### src/rtl/mem_access_stage.sv
// rtl/mem_access_stage.sv - MEM pipeline stage: ALU pass-through and req/ack data-bus loads/stores
module mem_access_stage #(
  parameter int ACK_TIMEOUT = 255
) (
  input  logic        clk,
  input  logic        rst,
  input  logic [31:0] result_i,
  input  logic [4:0]  writeAddr_i,
  input  logic        writeEnable_i,
  input  logic [3:0]  memOp_i,
  input  logic [31:0] storeData_i,
  output logic        stall_o,
  output logic [31:0] result_o,
  output logic [4:0]  writeAddr_o,
  output logic        writeEnable_o,
  output logic        bus_req_o,
  output logic        bus_we_o,
  output logic [31:0] bus_addr_o,
  output logic [3:0]  bus_be_o,
  output logic [31:0] bus_wdata_o,
  input  logic [31:0] bus_rdata_i,
  input  logic        bus_ack_i,
  output logic        misalign_o,
  output logic        bus_err_o
);

  localparam logic [3:0] OP_LB  = 4'd1;
  localparam logic [3:0] OP_LBU = 4'd2;
  localparam logic [3:0] OP_LH  = 4'd3;
  localparam logic [3:0] OP_LHU = 4'd4;
  localparam logic [3:0] OP_LW  = 4'd5;
  localparam logic [3:0] OP_SB  = 4'd6;
  localparam logic [3:0] OP_SH  = 4'd7;
  localparam logic [3:0] OP_SW  = 4'd8;

  // Counter only needs to reach ACK_TIMEOUT-1; with no timeout it just wraps harmlessly.
  localparam int CW = (ACK_TIMEOUT < 2) ? 1 : $clog2(ACK_TIMEOUT);

  typedef enum logic {IDLE, BUSY} state_t;

  state_t        state, state_nx;
  logic [CW-1:0] cnt;
  logic [3:0]    op_q;
  logic [1:0]    ofs_q;

  logic          is_load, is_store, is_mem, aligned, timeout;
  logic [3:0]    be_nx;
  logic [31:0]   wdata_nx;
  logic [31:0]   load_data;
  logic [7:0]    rd_byte;
  logic [15:0]   rd_half;

  // Decode the incoming op: class, alignment, byte enables and replicated store data
  always_comb begin
    is_load  = 1'b0;
    is_store = 1'b0;
    aligned  = 1'b1;
    be_nx    = 4'b1111;
    wdata_nx = storeData_i;
    case (memOp_i)
      OP_LB, OP_LBU: begin
        is_load = 1'b1;
        be_nx   = 4'b0001 << result_i[1:0];
      end
      OP_LH, OP_LHU: begin
        is_load = 1'b1;
        aligned = ~result_i[0];
        be_nx   = result_i[1] ? 4'b1100 : 4'b0011;
      end
      OP_LW: begin
        is_load = 1'b1;
        aligned = (result_i[1:0] == 2'b00);
      end
      OP_SB: begin
        is_store = 1'b1;
        be_nx    = 4'b0001 << result_i[1:0];
        wdata_nx = {4{storeData_i[7:0]}};
      end
      OP_SH: begin
        is_store = 1'b1;
        aligned  = ~result_i[0];
        be_nx    = result_i[1] ? 4'b1100 : 4'b0011;
        wdata_nx = {2{storeData_i[15:0]}};
      end
      OP_SW: begin
        is_store = 1'b1;
        aligned  = (result_i[1:0] == 2'b00);
      end
      default: ;
    endcase
    is_mem = is_load | is_store;
  end

  // Timeout fires on the last allowed BUSY cycle; ack in that same cycle still wins
  always_comb begin
    timeout = (ACK_TIMEOUT != 0) && (cnt == CW'(ACK_TIMEOUT - 1));
  end

  // Pick the addressed lane out of the read word and extend it
  always_comb begin
    case (ofs_q)
      2'd0:    rd_byte = bus_rdata_i[7:0];
      2'd1:    rd_byte = bus_rdata_i[15:8];
      2'd2:    rd_byte = bus_rdata_i[23:16];
      default: rd_byte = bus_rdata_i[31:24];
    endcase
    rd_half = ofs_q[1] ? bus_rdata_i[31:16] : bus_rdata_i[15:0];
    case (op_q)
      OP_LB:   load_data = {{24{rd_byte[7]}}, rd_byte};
      OP_LBU:  load_data = {24'd0, rd_byte};
      OP_LH:   load_data = {{16{rd_half[15]}}, rd_half};
      OP_LHU:  load_data = {16'd0, rd_half};
      default: load_data = bus_rdata_i;
    endcase
  end

  // FSM state register
  always_ff @(posedge clk) begin
    if (rst) state <= IDLE;
    else     state <= state_nx;
  end

  // Next state and stall: hold upstream while a request is issued or pending
  always_comb begin
    state_nx = state;
    stall_o  = 1'b0;
    case (state)
      IDLE: begin
        if (is_mem && aligned) begin
          state_nx = BUSY;
          stall_o  = 1'b1;
        end
      end
      BUSY: begin
        if (bus_ack_i || timeout) state_nx = IDLE;
        else                      stall_o  = 1'b1;
      end
      default: state_nx = IDLE;
    endcase
  end

  // Datapath: MEM/WB outputs, bus request registers, timeout counter, error pulses
  always_ff @(posedge clk) begin
    if (rst) begin
      result_o      <= '0;
      writeAddr_o   <= '0;
      writeEnable_o <= 1'b0;
      bus_req_o     <= 1'b0;
      bus_we_o      <= 1'b0;
      bus_addr_o    <= '0;
      bus_be_o      <= '0;
      bus_wdata_o   <= '0;
      misalign_o    <= 1'b0;
      bus_err_o     <= 1'b0;
      cnt           <= '0;
      op_q          <= '0;
      ofs_q         <= '0;
    end else begin
      misalign_o <= 1'b0;
      bus_err_o  <= 1'b0;
      case (state)
        IDLE: begin
          result_o    <= result_i;
          writeAddr_o <= writeAddr_i;
          if (is_mem && aligned) begin
            bus_req_o     <= 1'b1;
            bus_we_o      <= is_store;
            bus_addr_o    <= {result_i[31:2], 2'b00};
            bus_be_o      <= be_nx;
            bus_wdata_o   <= wdata_nx;
            op_q          <= memOp_i;
            ofs_q         <= result_i[1:0];
            cnt           <= '0;
            writeEnable_o <= 1'b0;
          end else if (is_mem) begin
            writeEnable_o <= 1'b0;
            misalign_o    <= 1'b1;
          end else begin
            writeEnable_o <= writeEnable_i;
          end
        end
        BUSY: begin
          if (bus_ack_i) begin
            bus_req_o <= 1'b0;
            if (!bus_we_o) begin
              result_o      <= load_data;
              writeAddr_o   <= writeAddr_i;
              writeEnable_o <= writeEnable_i;
            end else begin
              writeEnable_o <= 1'b0;
            end
          end else if (timeout) begin
            bus_req_o     <= 1'b0;
            bus_err_o     <= 1'b1;
            writeEnable_o <= 1'b0;
          end else begin
            cnt           <= cnt + 1'b1;
            writeEnable_o <= 1'b0;
          end
        end
        default: ;
      endcase
    end
  end

endmodule

### config.mk
export PLATFORM = sky130hd
export DESIGN_NAME = mem_access_stage
export DESIGN_NICKNAME = d
export VERILOG_FILES = /design/src/rtl/mem_access_stage.sv
export SDC_FILE = /design/constraint.sdc
export NUM_CORES = 1
export LEC_CHECK = 0
export CORE_MARGIN = 2
export CORE_UTILIZATION = 45
export CTS_CLUSTER_DIAMETER = 150
export DETAILED_ROUTE_END_ITERATION = 8
export GPL_TIMING_DRIVEN = 1
export PLACE_DENSITY = 0.79
export SYNTH_ARGS = -nofsm -noshare
export SYNTH_HDL_FRONTEND = slang
export SYNTH_SLANG_ARGS = --single-unit
### constraint.sdc
create_clock -name clk -period 2.4 [get_ports clk]
set_input_delay 0.48 -clock clk [delete_from_list [all_inputs] [get_ports clk]]
set_output_delay 0.48 -clock clk [all_outputs]
set_load 0.02 [all_outputs]
==> run_results.csv, run 1 <==
group,metric,value,unit
critical_path,critPathKind,"in2reg",
global_routing,grt_max_degree,59,
floorplan,dieHeight,118.2,µm
synth,ys_ff_latch,123,
synth,yosys.area_share.simple,0.1944,
routing,finalWirelength,20.41,mm
synth,syn-cell-area,0.005869,mm²
outcome,run_status,"completed",
routing,viasPerCell,5.845,
job,drv_cap,0,
cts,ctsLongestPathBuffers,2,
synth,synth_fa_ha_area_frac,0.004263,
global_routing,grt_pass1_vias,6129,
synth,synth_cells,709,
global_routing,track_usage,0.2795,
timing,relSlewSlack,0.5465,
critical_path,crit_fanout,58,
synth,synth_common_cells,"123 x dfxtp_1, 107 x nand2_1, 89 x a21oi_1, 59 x nor2_1, 32 x clkbuf_1",
synth,yosysTopAreaCell,"dfxtp_1",
critical_path,arrival,2.57,ns
routing,final_antenna_net_count,0,
synth,synthArstFlopShare,0,
routing,drc,0,
power_and_ir_drop,powerDensity,739.1,mW/mm²
critical_path,crit_path_start,"result_i[0]",
critical_path,timing.critical_path.mode_cell,"buf_4",
synth,synth_xor_area_frac,0.01194,
global_routing,grt_pass1_wl,31.33,mm
place,place_area,0.008319,mm²
critical_path,crit_family,"buffers and inverters",
critical_path,cp_cell_sequence,"clkdlybuf4s50_1, and4b_1, a211oi_4, buf_4, buf_4, o211a_4, buf_6, nor2_1, a211oi_1",
synth,synthFlopType,"dfxtp_1",
synth,yosysMostFrequentCell,"dfxtp_1",
place,gp_congestion,0.9190,
critical_path,crit_buf_inv,4,
finish,drive_above_1_share,0.09712,
critical_path,worstReg2RegStart,"op_q[2]",
synth,synth_top_family_by_area,"compound AO/OA/AOI/OAI gates",
critical_path,critPathMaxStageDelay,0.44,ns
floorplan,core,0.01267,mm²
floorplan,dieWidth,118.2,µm
timing,post-route-period-util,0.9363,
finish,final_area,0.008991,mm²
floorplan,dieArea,0.01397,mm²
synth,synthMuxAreaShare,0.03795,
synth,synth_edf_count,0,
power_and_ir_drop,leakagePower,0.003360,µW
cts,cts_made_buffers,17,
finish,nFillCells,972,
floorplan,start_util,0.4632,
timing,finClkSkew,0.005889,ns
cts,cts_root_buffer,"clkbuf_16",
finish,fin_util,0.7096,
synth,synth_warnings,0,
synth,synth_area_leaders,"dfxtp_1 42%, a21oi_1 7.6%, nand2_1 6.8%",
timing,rsz0062_at_grt,"false",
finish,syn2layout_area_growth,53.19,%
cts,cts_tree,"done",
finish,num_antenna_cells,0,
finish,fin_nets,1036,
place,hpwl,14.44,mm
synth,ys_types,61,
timing,fin_tns_setup,0,ns
critical_path,worst_setup_path_end_kind,"flop",
timing,worst_pin_slew,0.6787,ns
timing,fin_crit,2.247,ns
power_and_ir_drop,finalPower,6645,µW
place,io_buffers,217,
routing,firstDrtPassIters,5,
global_routing,antenna_found_initial,0,
worst_hold_path,hp-class,"in2reg",
floorplan,pin_count,220,
synth,synth_compound_area_frac,0.2746,
cts,path_clk_slew,0.06,ns
critical_path,worst_path_max_delay_cell,"clkdlybuf4s50_1",
timing,finalSetupViolCount,0,
timing,hold_viol,0,
global_routing,gr-total-overflow,0,
timing,fmax,445.0,MHz
cts,htreeDepth,4,
critical_path,start_kind,"primary input",
routing,vias,6482,
cts,ctsHoldBuffers,0,
synth,ys_seq_area_frac,0.4195,
floorplan,rows,41,
worst_hold_path,min_from,"rst",
routing,wire_per_inst,18.40,µm
timing,hold_ws,0.4266,ns
synth,synth.top_cell.area_share,0.4195,
power_and_ir_drop,vdd_drop_max,560.3,µV
synth,avgSynthCellArea,8.278,µm²
routing,drt_iter0_drc,636,
cts,clk_latency,0.42,ns
critical_path,worstPathRequired,2.72,ns
cts,clock-sinks,123,
timing,slew_violations,0,
==> worst paths after layout <==
kind                                         to  slack, ns  cells past startpoint
worst max-delay path            bus_wdata_o[19]       0.15                      9
worst max register to register      result_o[3]       0.38                      5
worst min-delay path             writeAddr_o[1]       0.43                      2
worst min register to register  bus_wdata_o[13]       0.45                      2
==> registers in the layout (all words and copies together), names as in the netlist <==
signal / cells
writeAddr_o: 5
op_q: 4
bus_addr_o: 30
result_o: 32
bus_be_o: 4
ofs_q: 2
cnt: 8
writeEnable_o: 1
bus_wdata_o: 32
bus_we_o: 1
bus_req_o: 1
bus_err_o: 1
state: 1
misalign_o: 1
==> per-stage QoR <==
step | instances | worst slack, ns
5_1_grt | 1109 | 0.01741
2_1_floorplan | 710 | 0.1700
3_5_place_dp | 1077 | -0.7877
3_3_place_gp | 1077 | -0.6416
6_report | 1109 | 0.1529
4_1_cts | 1108 | 0.03661
==> report_power, final <==
group / switching, µW / internal (µW) / leakage (µW) / total [µW]
sequential: 116 / 2220 / 0.00101 / 2330
clock: 943 / 1780 / 0.000301 / 2720
combinational: 856 / 736 / 0.00205 / 1590
==> per-layer routing <==
| metal | up-vias | global-route usage | share of wire |
|---|---|---|---|
| met4 | 0 | 0.1062 | 0.023 |
| met5 | - | 0 | 0 |
| met3 | 47 | 0.06129 | 0.086 |
| li1 | 2998 | - | - |
| met1 | 3064 | 0.3485 | 0.40 |
| met2 | 373 | 0.4707 | 0.49 |
==> final cells by class <==
type,count,area [µm²],share of cell area
timing repair buffer,259,2526,0.2810
clock buffer,19,452.9,0.05038
clock inverter,12,171.4,0.01906
inverter,6,22.52,0.002505
tap,172,215.2,0.02394
multi-input combinational,518,3141,0.3493
sequential,123,2462,0.2739
==> layout by cell type (no fill, tap or decap), drive strengths merged, types with 3 or more instances in the layout <==
| cell type | count |
|---|---|
| and2 | 3 |
| bufinv | 4 |
| clkinv | 6 |
| a211oi | 22 |
| mux2i | 20 |
| dfxtp | 123 |
| nand2b | 6 |
| nor3 | 10 |
| xor2 | 4 |
| a31oi | 6 |
| a21oi | 90 |
| clkbuf | 20 |
| a222oi | 4 |
| nor2b | 18 |
| o211ai | 26 |
| nand2 | 107 |
| xnor2 | 4 |
| a21o | 10 |
| nand3 | 3 |
| clkdlybuf4s50 | 211 |
| a221o | 4 |
| a22o | 12 |
| inv | 5 |
| o31ai | 11 |
| and3 | 6 |
| buf | 44 |
| nor3b | 3 |
| or3 | 11 |
| nor2 | 60 |
| a32o | 13 |
| nor4b | 4 |
| clkinvlp | 3 |
| o22ai | 13 |
| o21ai | 25 |
==> logic make-up (layout without fill, tap and decap cells) <==
family / after synthesis / in the layout
fa+ha+maj: 2 / 2
mux: 21 / 21
xor+xnor: 8 / 8
simple gates: 242 / 242
other cells: 1 / 2
compound gates: 243 / 243
buf+inv: 69 / 296
flops: 123 / 123
==> timing repair <==
action	4_1_cts	5_1_grt
endpoints found under the setup margin	74	15
setup buffers	0	1
gates resized for setup	11	8
pin swaps	1	3
(Power assumes the default switching activity.)
==> run 2: changes to the inputs <==
CORE_UTILIZATION = 48   (was 45)
PLACE_DENSITY = 0.84   (was 0.79)
clock period = 2.9 ns   (was 2.4 ns; I/O delays follow)
==> run_results.csv, run 2 (synthesized netlist as in run 1, its figures left out) <==
group,metric,value,unit
critical_path,worst_setup_path_end_kind,"primary output",
timing,fin_crit,2.789,ns
power_and_ir_drop,powerDensity,654.8,mW/mm²
finish,fin_nets,1022,
critical_path,critPathMaxStageDelay,0.49,ns
floorplan,pin_count,220,
place,hpwl,14.06,mm
cts,cts_made_buffers,17,
global_routing,grt_pass1_vias,6259,
critical_path,arrival,2.21,ns
floorplan,rows,40,
timing,slew_violations,0,
place,placed_cells,1038,
routing,vias,6453,
floorplan,dieArea,0.01313,mm²
finish,nFillCells,830,
cts,htreeDepth,4,
critical_path,crit_buf_inv,2,
power_and_ir_drop,finalPower,5845,µW
finish,drive_above_1_share,0.08225,
finish,final_cells,1071,
place,place_area,0.008145,mm²
floorplan,dieWidth,114.6,µm
timing,fin_tns_setup,0,ns
cts,clock-sinks,123,
critical_path,start_kind,"primary input",
critical_path,critPathKind,"in2out",
routing,drc,0,
finish,syn2layout_area_growth,52.08,%
global_routing,track_usage,0.3096,
place,gp_congestion,0.9577,
timing,hold_ws,0.4525,ns
outcome,run_status,"completed",
floorplan,start_util,0.4907,
worst_hold_path,hp-class,"reg2reg",
finish,layout_commonest_cell,"clkdlybuf4s50_1",
place,io_buffers,217,
critical_path,worstPathRequired,2.32,ns
cts,cts_root_buffer,"clkbuf_16",
finish,final_cell_mix,"213 x clkdlybuf4s50_1, 123 x dfxtp_1, 107 x nand2_1",
global_routing,grt_max_degree,59,
critical_path,crit_fanout,5,
timing,finalSetupViolCount,0,
critical_path,crit_family,"buffers and inverters",
timing,post-route-period-util,0.9617,
global_routing,antenna_found_initial,0,
timing,finClkSkew,0.006135,ns
floorplan,core,0.01196,mm²
timing,hold_viol,0,
global_routing,grt_pass1_wl,32.01,mm
routing,finalWirelength,20.55,mm
routing,viasPerCell,6.025,
finish,final_area,0.008926,mm²
routing,final_antenna_net_count,0,
routing,wire_per_inst,19.19,µm
routing,drt_iter0_drc,679,
timing,relSlewSlack,0.2103,
critical_path,cp_cell_sequence,"clkdlybuf4s50_1, o31a_1, nor3_4, o211ai_4, nand2_1, clkdlybuf4s15_1",
global_routing,gr-total-overflow,0,
floorplan,dieHeight,114.6,µm
timing,worst_pin_slew,1.183,ns
finish,largest_registers,"bus_wdata_o x32, result_o x32, bus_addr_o x30",
timing,rsz0062_at_grt,"false",
job,drv_cap,0,
cts,path_clk_slew,0.06,ns
cts,cts_tree,"done",
critical_path,worst_path_max_delay_cell,"clkdlybuf4s50_1",
power_and_ir_drop,leakagePower,0.003336,µW
cts,ctsLongestPathBuffers,2,
routing,firstDrtPassIters,5,
cts,clk_latency,0.43,ns
timing,fmax,358.6,MHz
finish,num_antenna_cells,0,
power_and_ir_drop,vdd_drop_max,540.9,µV
## run 2: changes by cell type in the layout (fill, tap and decap cells not counted), moves of 2 or more
cell             delta
buf_12              -3
buf_4              -10
bufinv_16           +4
clkdlybuf4s50_1     +2
clkinv_2            -4
clkinv_4            +4
clkinvlp_4          -2
## run 2: worst register-to-register path, cell delays in order (launching register included)
cell and delay (ns):
dfxtp_1 0.49, buf_4 0.45, clkinv_1 0.18, nor2_2 0.93
a222oi_1 0.17, a31oi_1 0.26
## run 2: layer usage
layer	wire (µm)	vias up	GRT usage
li1	-	2974	-
met1	8285	3037	0.3864
met2	9950	373	0.5124
met3	1518	69	0.05823
met4	798	0	0.1528
met5	0	-	0
## run 2: report_power, final
group	switching (µW)	internal (µW)
Sequential	99.0	1830
Clock	807	1810
Combinational	704	587
Total	1610	4230
## run 2: area by class of cell
| class | count | area, µm² | area share |
|---|---|---|---|
| Sequential cell | 123 | 2462 | 0.2759 |
| Tap cell | 147 | 183.9 | 0.02061 |
| Clock inverter | 14 | 291.5 | 0.03266 |
| Clock buffer | 18 | 439.2 | 0.04920 |
| Inverter | 6 | 22.52 | 0.002523 |
| Multi-Input combinational cell | 518 | 3133 | 0.3510 |
| Timing Repair Buffer | 245 | 2394 | 0.2682 |
## run 2: timing repair
item                       4_1_cts  5_1_grt
buffers inserted                 0        1
setup endpoints to repair       14       26
pin swaps                        0        1
hold buffers                     0        0
resized for setup                5        5
## run 2: path summary, 6_finish.rpt
check,cells past startpoint,slack (ns),endpoint,from
worst max register to register,5,0.34,result_o[2],state
worst max-delay path,6,0.11,stall_o,memOp_i[1]
worst min-delay path,2,0.45,bus_wdata_o[3],bus_wdata_o[3]
worst min register to register,2,0.45,bus_wdata_o[3],bus_wdata_o[3]
## run 2: per-stage QoR
stage,setup WS [ns],util
after floorplan,0.4700,-
after global placement,-0.2217,0.6810
after detailed placement,-0.4745,0.6810
after CTS,0.05517,0.7436
after global routing,0.01505,0.7462
final,0.1111,0.7462
==> run 3: changes to the inputs <==
CTS_CLUSTER_SIZE = 10   (was not set)
==> results of run 3 <==
The final DEF is identical to that of run 2; final timing and power are the same.
